===== src/rtl/spi_pkg.sv =====
// ---------------------------------------------------------------------------
// spi_pkg
// Shared definitions for the SPI master and the SPI slave/RAM subsystem.
//   - Command codes carried in bits [9:8] of each command word.
//   - FSM state encoding used by the master controller.
//   - max4: constant helper used to size the shared down-counter.
// ---------------------------------------------------------------------------
package spi_pkg;

    // Command codes; bit 1 doubles as the read/write flag sent on the wire.
    localparam logic [1:0] CMD_WR_ADDR = 2'b00;
    localparam logic [1:0] CMD_WR_DATA = 2'b01;
    localparam logic [1:0] CMD_RD_ADDR = 2'b10;
    localparam logic [1:0] CMD_RD_DATA = 2'b11;

    typedef enum logic [2:0] {
        ST_IDLE  = 3'd0,
        ST_LEAD  = 3'd1,
        ST_FLAG  = 3'd2,
        ST_SHIFT = 3'd3,
        ST_TURN  = 3'd4,
        ST_RECV  = 3'd5,
        ST_GAP   = 3'd6
    } spi_state_t;

    function automatic int max4(input int a, input int b, input int c, input int d);
        int m;
        m = a;
        if (b > m) m = b;
        if (c > m) m = c;
        if (d > m) m = d;
        return m;
    endfunction

endpackage


===== src/rtl/spi_shift_reg.sv =====
// ---------------------------------------------------------------------------
// spi_shift_reg
// Combined parallel-in/serial-out and serial-in/parallel-out shift register.
// The same register carries the outgoing command (MSB first) and, once it
// has been shifted out, collects the incoming reply at the LSB end.
// Ports:
//   clk, rst    system clock, synchronous active-high reset
//   load        load load_data (has priority over shift)
//   load_data   W-bit parallel word
//   shift       shift left by one, serial_in enters at the LSB
//   serial_in   bit shifted in at the LSB
//   serial_out  current MSB
//   rx_next     low RX_W bits the register will hold after the next shift,
//               so a completed reply can be captured on its final sample edge
// ---------------------------------------------------------------------------
module spi_shift_reg #(
    parameter int W    = 10,
    parameter int RX_W = 8
) (
    input  logic            clk,
    input  logic            rst,
    input  logic            load,
    input  logic [W-1:0]    load_data,
    input  logic            shift,
    input  logic            serial_in,
    output logic            serial_out,
    output logic [RX_W-1:0] rx_next
);

    logic [W-1:0] sr;
    logic [W-1:0] sr_shifted;

    assign sr_shifted = {sr[W-2:0], serial_in};
    assign serial_out = sr[W-1];
    assign rx_next    = sr_shifted[RX_W-1:0];

    always_ff @(posedge clk) begin
        if (rst) begin
            sr <= '0;
        end else if (load) begin
            sr <= load_data;
        end else if (shift) begin
            sr <= sr_shifted;
        end
    end

endmodule


===== src/rtl/spi_master_ctrl.sv =====
// ---------------------------------------------------------------------------
// spi_master_ctrl
// SPI master driving the slave/RAM subsystem from a host command port. Each
// accepted command {cmd[1:0], payload} is sent in an SS_n-low frame: lead
// cycles, a flag bit (cmd[1]), then the full command word MSB first. RD_DATA
// frames continue with a turnaround and DATA_W MISO samples, and the
// collected byte is presented on rd_data with a one-cycle rd_valid pulse.
// Frames are separated by GAP_CYCLES of SS_n high plus one IDLE cycle.
// Ports:
//   clk, rst    system clock, synchronous active-high reset
//   cmd_valid   host command present
//   cmd_ready   command accepted on this edge if cmd_valid (IDLE only)
//   cmd_data    [DATA_W+1:DATA_W] command code, [DATA_W-1:0] payload
//   busy        frame or gap in progress
//   rd_valid    one-cycle pulse, rd_data updated
//   rd_data     last byte returned by an RD_DATA command
//   SS_n        slave select, active-low
//   MOSI        serial data to slave, MSB first
//   MISO        serial data from slave, MSB first
// ---------------------------------------------------------------------------
module spi_master_ctrl
    import spi_pkg::*;
#(
    parameter int DATA_W        = 8,
    parameter int LEAD_CYCLES   = 1,
    parameter int RD_TURNAROUND = 1,
    parameter int GAP_CYCLES    = 2
) (
    input  logic              clk,
    input  logic              rst,
    input  logic              cmd_valid,
    output logic              cmd_ready,
    input  logic [DATA_W+1:0] cmd_data,
    output logic              busy,
    output logic              rd_valid,
    output logic [DATA_W-1:0] rd_data,
    output logic              SS_n,
    output logic              MOSI,
    input  logic              MISO
);

    localparam int FRAME_W = DATA_W + 2;
    localparam int CNT_MAX = max4(LEAD_CYCLES, RD_TURNAROUND, GAP_CYCLES, FRAME_W);
    localparam int CNT_W   = $clog2(CNT_MAX + 1);

    spi_state_t        state;
    spi_state_t        next_state;
    logic [CNT_W-1:0]  cnt;
    logic [CNT_W-1:0]  cnt_load;
    logic [1:0]        cmd_q;
    logic              accept;
    logic              sr_shift;
    logic              sr_in;
    logic              sr_out;
    logic              recv_done;
    logic [DATA_W-1:0] rx_next;

    assign cmd_ready = (state == ST_IDLE);
    assign busy      = (state != ST_IDLE);
    assign accept    = cmd_valid && cmd_ready;
    assign recv_done = (state == ST_RECV) && (cnt == '0);

    // Wire outputs are decoded straight from flops, so they carry no
    // combinational path from any input and come out of reset idle.
    assign SS_n = (state == ST_IDLE) || (state == ST_GAP);
    assign MOSI = ((state == ST_FLAG) || (state == ST_SHIFT)) && sr_out;

    // The register shifts through the whole command during SHIFT and keeps
    // shifting during RECV; MISO is gated so nothing from outside RECV
    // (including X) can reach the register.
    assign sr_shift = (state == ST_SHIFT) || (state == ST_RECV);
    assign sr_in    = (state == ST_RECV) ? MISO : 1'b0;

    spi_shift_reg #(
        .W    (FRAME_W),
        .RX_W (DATA_W)
    ) u_shift (
        .clk        (clk),
        .rst        (rst),
        .load       (accept),
        .load_data  (cmd_data),
        .shift      (sr_shift),
        .serial_in  (sr_in),
        .serial_out (sr_out),
        .rx_next    (rx_next)
    );

    // Next-state logic plus the reload value for the shared counter. Each
    // timed state is entered with (duration - 1) and leaves when the count
    // reaches zero; zero-length LEAD/TURN/GAP phases are skipped entirely.
    always_comb begin
        next_state = state;
        cnt_load   = '0;
        case (state)
            ST_IDLE: begin
                if (cmd_valid) begin
                    next_state = (LEAD_CYCLES > 0) ? ST_LEAD : ST_FLAG;
                end
            end
            ST_LEAD: begin
                if (cnt == '0) next_state = ST_FLAG;
            end
            ST_FLAG: begin
                next_state = ST_SHIFT;
            end
            ST_SHIFT: begin
                if (cnt == '0) begin
                    if (cmd_q == CMD_RD_DATA) begin
                        next_state = (RD_TURNAROUND > 0) ? ST_TURN : ST_RECV;
                    end else begin
                        next_state = (GAP_CYCLES > 0) ? ST_GAP : ST_IDLE;
                    end
                end
            end
            ST_TURN: begin
                if (cnt == '0) next_state = ST_RECV;
            end
            ST_RECV: begin
                if (cnt == '0) next_state = (GAP_CYCLES > 0) ? ST_GAP : ST_IDLE;
            end
            ST_GAP: begin
                if (cnt == '0) next_state = ST_IDLE;
            end
            default: begin
                next_state = ST_IDLE;
            end
        endcase

        case (next_state)
            ST_LEAD:  cnt_load = CNT_W'(LEAD_CYCLES - 1);
            ST_SHIFT: cnt_load = CNT_W'(FRAME_W - 1);
            ST_TURN:  cnt_load = CNT_W'(RD_TURNAROUND - 1);
            ST_RECV:  cnt_load = CNT_W'(DATA_W - 1);
            ST_GAP:   cnt_load = CNT_W'(GAP_CYCLES - 1);
            default:  cnt_load = '0;
        endcase
    end

    // State register, shared down-counter and latched command code. The
    // code is kept separately because the shift register loses it while
    // the command is being sent.
    always_ff @(posedge clk) begin
        if (rst) begin
            state <= ST_IDLE;
            cnt   <= '0;
            cmd_q <= '0;
        end else begin
            state <= next_state;
            if (next_state != state) begin
                cnt <= cnt_load;
            end else if (cnt != '0) begin
                cnt <= cnt - CNT_W'(1);
            end
            if (accept) begin
                cmd_q <= cmd_data[DATA_W+1:DATA_W];
            end
        end
    end

    // The last MISO sample is taken on the RECV->GAP edge, so the reply is
    // captured from the register's post-shift value on that same edge.
    always_ff @(posedge clk) begin
        if (rst) begin
            rd_valid <= 1'b0;
            rd_data  <= '0;
        end else begin
            rd_valid <= recv_done;
            if (recv_done) begin
                rd_data <= rx_next;
            end
        end
    end

endmodule

===== config.mk =====
export PLATFORM = sky130hd
export DESIGN_NAME = spi_master_ctrl
export DESIGN_NICKNAME = d
export VERILOG_FILES = /design/src/rtl/spi_pkg.sv /design/src/rtl/spi_shift_reg.sv /design/src/rtl/spi_master_ctrl.sv
export SDC_FILE = /design/constraint.sdc
export NUM_CORES = 1
export LEC_CHECK = 0
export BUFFER_PORTS_ARGS = -buffer_cell sky130_fd_sc_hd__buf_2
export CAP_MARGIN = 10
export CORE_MARGIN = 2
export CORE_UTILIZATION = 40
export DETAILED_ROUTE_END_ITERATION = 7
export PLACE_DENSITY = 0.62
export SYNTH_ARGS = -nofsm -noshare
export SYNTH_HDL_FRONTEND = slang
export SYNTH_SLANG_ARGS = --single-unit

===== constraint.sdc =====
create_clock -name clk -period 3 [get_ports clk]
set_clock_uncertainty 0.05 [all_clocks]
set_input_delay 0.3 -clock clk [delete_from_list [all_inputs] [get_ports clk]]
set_output_delay 0.3 -clock clk [all_outputs]
set_load 0.02 [all_outputs]

Word-level counts from Yosys, hierarchy flattened

Index checks and enable logic that the tools add are counted.
Widths: inputs -> output; s select.

Output and inout bits: 13
Register bits: 28

Add/sub/neg operators: 1
Muxes and demuxes: 14
Equality and inequality tests: 11
Reduce and logical (&&, ||, !) cells: 12

Operator list:

| kind                | number |
|---|---|
| $pmux 3 s7          | 1 |
| $mux 10             | 2 |
| $mux 3              | 6 |
| $eq 3x3->1 const B  | 5 |
| $pmux 4 s3          | 1 |
| $eq 3x2->1 const B  | 3 |
| $mux 4              | 2 |
| $logic_not 4->1     | 1 |
| $reduce_bool 2->1   | 2 |
| $reduce_bool 4->1   | 1 |
| $sub 4x1->4 const B | 1 |
| $eq 3x1->1 const B  | 1 |
| $logic_and 1x1->1   | 3 |
| $logic_not 3->1     | 1 |
| $logic_or 1x1->1    | 3 |
| $ne 3x3->1          | 1 |
| $reduce_bool 3->1   | 1 |
| $eq 2x2->1 const B  | 1 |
| $mux 2              | 1 |
| $mux 1              | 1 |

Longest topological paths before layout

Word-level depth: 7
Mapped depth: 7

By module

A second synthesis with hierarchy kept.

Cell total of the unflattened synthesis: 171
Area, all modules: 1458.9 µm²

By module, submodules not included:

| module          | sequential area each (µm²) | cells each | area each (µm²) | instances |
|---|---|---|---|---|
| spi_master_ctrl | 360.3                      | 119        | 938.4           | 1 |
| spi_shift_reg   | 200.2                      | 52         | 520.5           | 1 |

Worst setup path after synthesis

OpenSTA, ideal clock, no wires.

Path type: reg2reg
From: register state[0]
To: register u_shift.sr[8]
Slack: 1.378 ns
Arrival: 1.484 ns
Cell stages (with the launch flop): 8
Clock period less this slack: 1.622 ns
Required time: 2.862 ns
Path through: dfxtp_1 nor2_1 nand2_1 inv_1 nand2_1 buf_2 nand2_1 a311oi_2

Longest elaborated chain between the ends: 3

RTL lines:

| what                                                | RTL line               | text |
|---|---|---|
| start: declaration                                  | spi_master_ctrl.sv:46  | `spi_state_t state;` |
| start signal: assignment                            | spi_master_ctrl.sv:148 | `state <= next_state;` |
| $logic_not 3->1 *                                   | spi_master_ctrl.sv:58  | `assign cmd_ready = (state == ST_IDLE);` |
| net cmd_ready                                       | spi_master_ctrl.sv:32  | `output logic cmd_ready,` |
| $logic_and 1x1->1 *                                 | spi_master_ctrl.sv:60  | `assign accept = cmd_valid && cmd_ready;` |
| $mux 10 / $reduce_bool 2->1 (equally long branches) | -                      |  |
| end signal: assignment                              | spi_shift_reg.sv:41    | `sr <= load_data;` |
| end signal: assignment                              | spi_shift_reg.sv:43    | `sr <= sr_shifted;` |
| end: declaration                                    | spi_shift_reg.sv:30    | `logic [W-1:0] sr;` |

The timed path passes the listed nets; every way through them passes the cells marked *.
A chain may end at the register's enable or synchronous reset.

Worst setup path after layout

From: register state[2]
To: output SS_n

Longest elaborated chain between the ends: 2

RTL lines:

| what                                                 | RTL line              | text |
|---|---|---|
| $eq 3x3->1 / $logic_not 3->1 (equally long branches) | spi_master_ctrl.sv:65 | `assign SS_n = (state == ST_IDLE) \|\| (state == ST_GAP);` |
| $logic_or 1x1->1 *                                   | spi_master_ctrl.sv:65 |  |
| end: declaration                                     | spi_master_ctrl.sv:37 | `output logic SS_n,` |

Every way passes the cells marked *; elsewhere a longest branch is shown, timed or not.

==> out/results.ini <==
[outcome]
status = finished, final reports clean

[clocking]
cts_hold_buf = 0
cts.path.max_buffers = 2
numCtsBuffers = 3
post_cts.repair.setup_buffers = 0
tritoncts_num_sinks = 28
cts_resized = 0
tritoncts = built
h-tree-depth = 1
clk_latency_ns = 0.33
root_buffer = sky130_fd_sc_hd__clkbuf_4
clkSlewWorstSetupHoldPaths_ns = 0.16

[synthesis]
synth.ff_latch_count = 28
yosys_warnings = 0
yosysUniqueCellTypes = 40
synth_nets = 181
synth_edf_count = 0
postSynthAreaPerCell_um2 = 8.118
post_synth_instance_area_um2 = 1348
asyncSetResetFlopFracSynth = 0
most_used_flip_flop_cell_after_synthesis = sky130_fd_sc_hd__dfxtp_1
synthCells = 166
seq_area_frac_synth = 0.4160

[power_and_ir_drop]
ir_worst_vdd_v = 0.0004073
report.power.total_uw = 1455
power-per-cell-area_nw_per_um2 = 950.5
static_leakage_uw = 0.0006029

[drt]
maxUsedRoutingLayer = met4
wire_per_inst_um = 12.21
drc_errors = 0
dr.first_iter.drc_count = 80
m1WireLength_um = 1364
drt_wl_total_um = 2832
detailroute.via_count = 1232
drt_first_pass_iters = 4
viasPerCell = 5.310
routed-wl-met2_um = 1292
drtAntennaViolNets = 0
dr_wl_met3_um = 152

[cells_and_area]
share_of_final_layout_standard_cells_stronger_than_drive_strength_1 = 0.1989
final_nets = 202
finalInstanceArea_um2 = 1530
antenna_cells = 0
area.growth.synth_to_final_pct = 13.56
filler_cell_count = 355

[timing]
period_share = 0.6938
finalMaxSlewViolations = 0
slew_headroom = 0.6408
final-setup-viol-count = 0
worst-slew-pin-transition_ns = 0.5388
layout_min_cycle_time_ns = 2.081
report.final.hold_viol_count = 0
rsz0062_at_grt = false
totalNegativeSetupSlack_ns = 0
fmax_ghz = 0.4805

[floorplanning]
core_um2 = 3284
initial_utilization = 0.4103
std_cell_rows = 21
die_w_um = 62.04
dieHeight_um = 62.04
ios = 27
die_area_um2 = 3849

[run]
max_cap_violations = 0

[global_routing]
gr-usage-all-layers = 0.1595
largest_net_degree_at_the_start_of_global_routing = 29
global_route.overflow_total = 0
grt_antenna_before_repair = 0
grt_first_pass_wirelength_um = 4567
vias_in_the_first_global_route = 1045

[min_path]
hold_path.class = in2reg

[placed_design]
io_buffers = 26
routabilityCongestion = 0.8477
dp.final_hpwl_um = 2078
place_area_um2 = 1478

[critical_path]
worst_setup_path_start_kind = register
timing.critical_path.arrival_ns = 1.73
crit_path_end_kind = output port
setup.worst_path.class = reg2out
worstPathCellList = nor2b_1 -> buf_4 -> nor3_1 -> buf_2
critical_path_required_ns = 2.65
cp_slowest_cell = sky130_fd_sc_hd__dfxtp_1
peak_per_stage_delay_on_the_critical_path_ns = 0.68
worstPathMaxFanout = 15

-- worst max-delay path, delay by kind of cell (launching register included) --
family                 cells  cell delay [ns]
buffers and inverters      2             0.40
and+or+nand+nor            2             0.33
DFF                        1             0.68
-- cell families (layout without fill, tap and decap cells) --
group / count (synthesis) / in the layout / share of synthesized area
AOI/OAI and AO/OA: 39 / 39 / 0.2006
xor gates and xnor gates: 3 / 3 / 0.01950
adders and majority gates: 1 / 1 / 0.009284
buffers and inverters: 16 / 36 / 0.06221
DFF: 28 / 28 / 0.4160
and+or+nand+nor: 79 / 79 / 0.2925
-- sequential cells by signal, indices dropped and copies added (netlist names) --
register / count
cnt: 4
u_shift.sr: 10
rd_data: 8
state: 3
cmd_q: 2
rd_valid: 1
-- per-stage QoR --
step	worst slack, ns	hold slack (ns)	utilization	instances
after floorplan	1.378	0.3862	-	166
after global placement	1.040	0.3887	0.4499	228
after detailed placement	0.9289	0.3956	0.4499	228
after CTS	0.9185	0.1505	0.4659	232
after global routing	0.6624	0.1386	0.4659	232
final	0.9187	0.1576	0.4659	232
-- per-layer routing --
metal  global-route usage  up-vias
li1                     -      627
met1               0.2250      571
met2               0.2470       32
met3              0.02484        2
met4              0.05471        0
met5                    0        -
-- path summary, 6_finish.rpt --
path               startpoint       endpoint  slack (ns)  depth (start not counted)
setup / recovery     state[2]           SS_n        0.92                          4
hold / removal    cmd_data[6]  u_shift.sr[6]        0.16                          3
setup reg to reg     state[0]  u_shift.sr[9]        0.94                          4
hold reg to reg    rd_data[1]     rd_data[1]        0.42                          2
-- power breakdown --
group	switching [µW]	internal, µW	total, µW	leakage (µW)
sequential	118	463	581	0.000229
combinational	375	251	626	0.000346
clock	112	135	247	0.0000279
-- synth_stat cells, types with 2 or more instances --
library cell               number  area (µm²)
sky130_fd_sc_hd__clkbuf_1       5       18.77
sky130_fd_sc_hd__a311oi_1       8       70.07
sky130_fd_sc_hd__inv_1          5       18.77
sky130_fd_sc_hd__nand3_1        9       45.04
sky130_fd_sc_hd__xnor2_1        2       17.52
sky130_fd_sc_hd__dfxtp_1       28       560.5
sky130_fd_sc_hd__nor2b_1        2       12.51
sky130_fd_sc_hd__a31oi_1        2       12.51
sky130_fd_sc_hd__o22ai_1        2       12.51
sky130_fd_sc_hd__a211oi_1       2       15.01
sky130_fd_sc_hd__nor3b_1        3       22.52
sky130_fd_sc_hd__nand2b_1       2       12.51
sky130_fd_sc_hd__nor3_1         4       20.02
sky130_fd_sc_hd__nor2_1        17       63.81
sky130_fd_sc_hd__buf_2          4       20.02
sky130_fd_sc_hd__nand2_1       33       123.9
sky130_fd_sc_hd__a21oi_1       15       75.07
-- placed cells by master, fill, tap and decap left out, types with 2 or more instances in the layout --
master                     Yosys  routed
sky130_fd_sc_hd__nand3_1       9       9
sky130_fd_sc_hd__dfxtp_1      28      28
sky130_fd_sc_hd__o22ai_1       2       2
sky130_fd_sc_hd__buf_2         4      26
sky130_fd_sc_hd__nor3b_1       3       3
sky130_fd_sc_hd__a21oi_1      15      15
sky130_fd_sc_hd__inv_1         5       5
sky130_fd_sc_hd__nor3_1        4       4
sky130_fd_sc_hd__nand2b_1      2       2
sky130_fd_sc_hd__nor2b_1       2       2
sky130_fd_sc_hd__clkbuf_4      0       3
sky130_fd_sc_hd__a211oi_1      2       2
sky130_fd_sc_hd__nand2_1      33      33
sky130_fd_sc_hd__a311oi_1      8       8
sky130_fd_sc_hd__nor2_1       17      17
sky130_fd_sc_hd__a31oi_1       2       2
sky130_fd_sc_hd__xnor2_1       2       2
-- final cells by class --
type	count	area, µm²	area share
Multi-Input combinational cell	122	703.2	0.4595
Sequential cell	28	560.5	0.3663
Timing Repair Buffer	27	137.6	0.08994
Tap cell	46	57.56	0.03761
Clock inverter	1	30.03	0.01962
Clock buffer	3	22.52	0.01472
Inverter	5	18.77	0.01226
No activity file was read; power rests on OpenSTA's default activity.
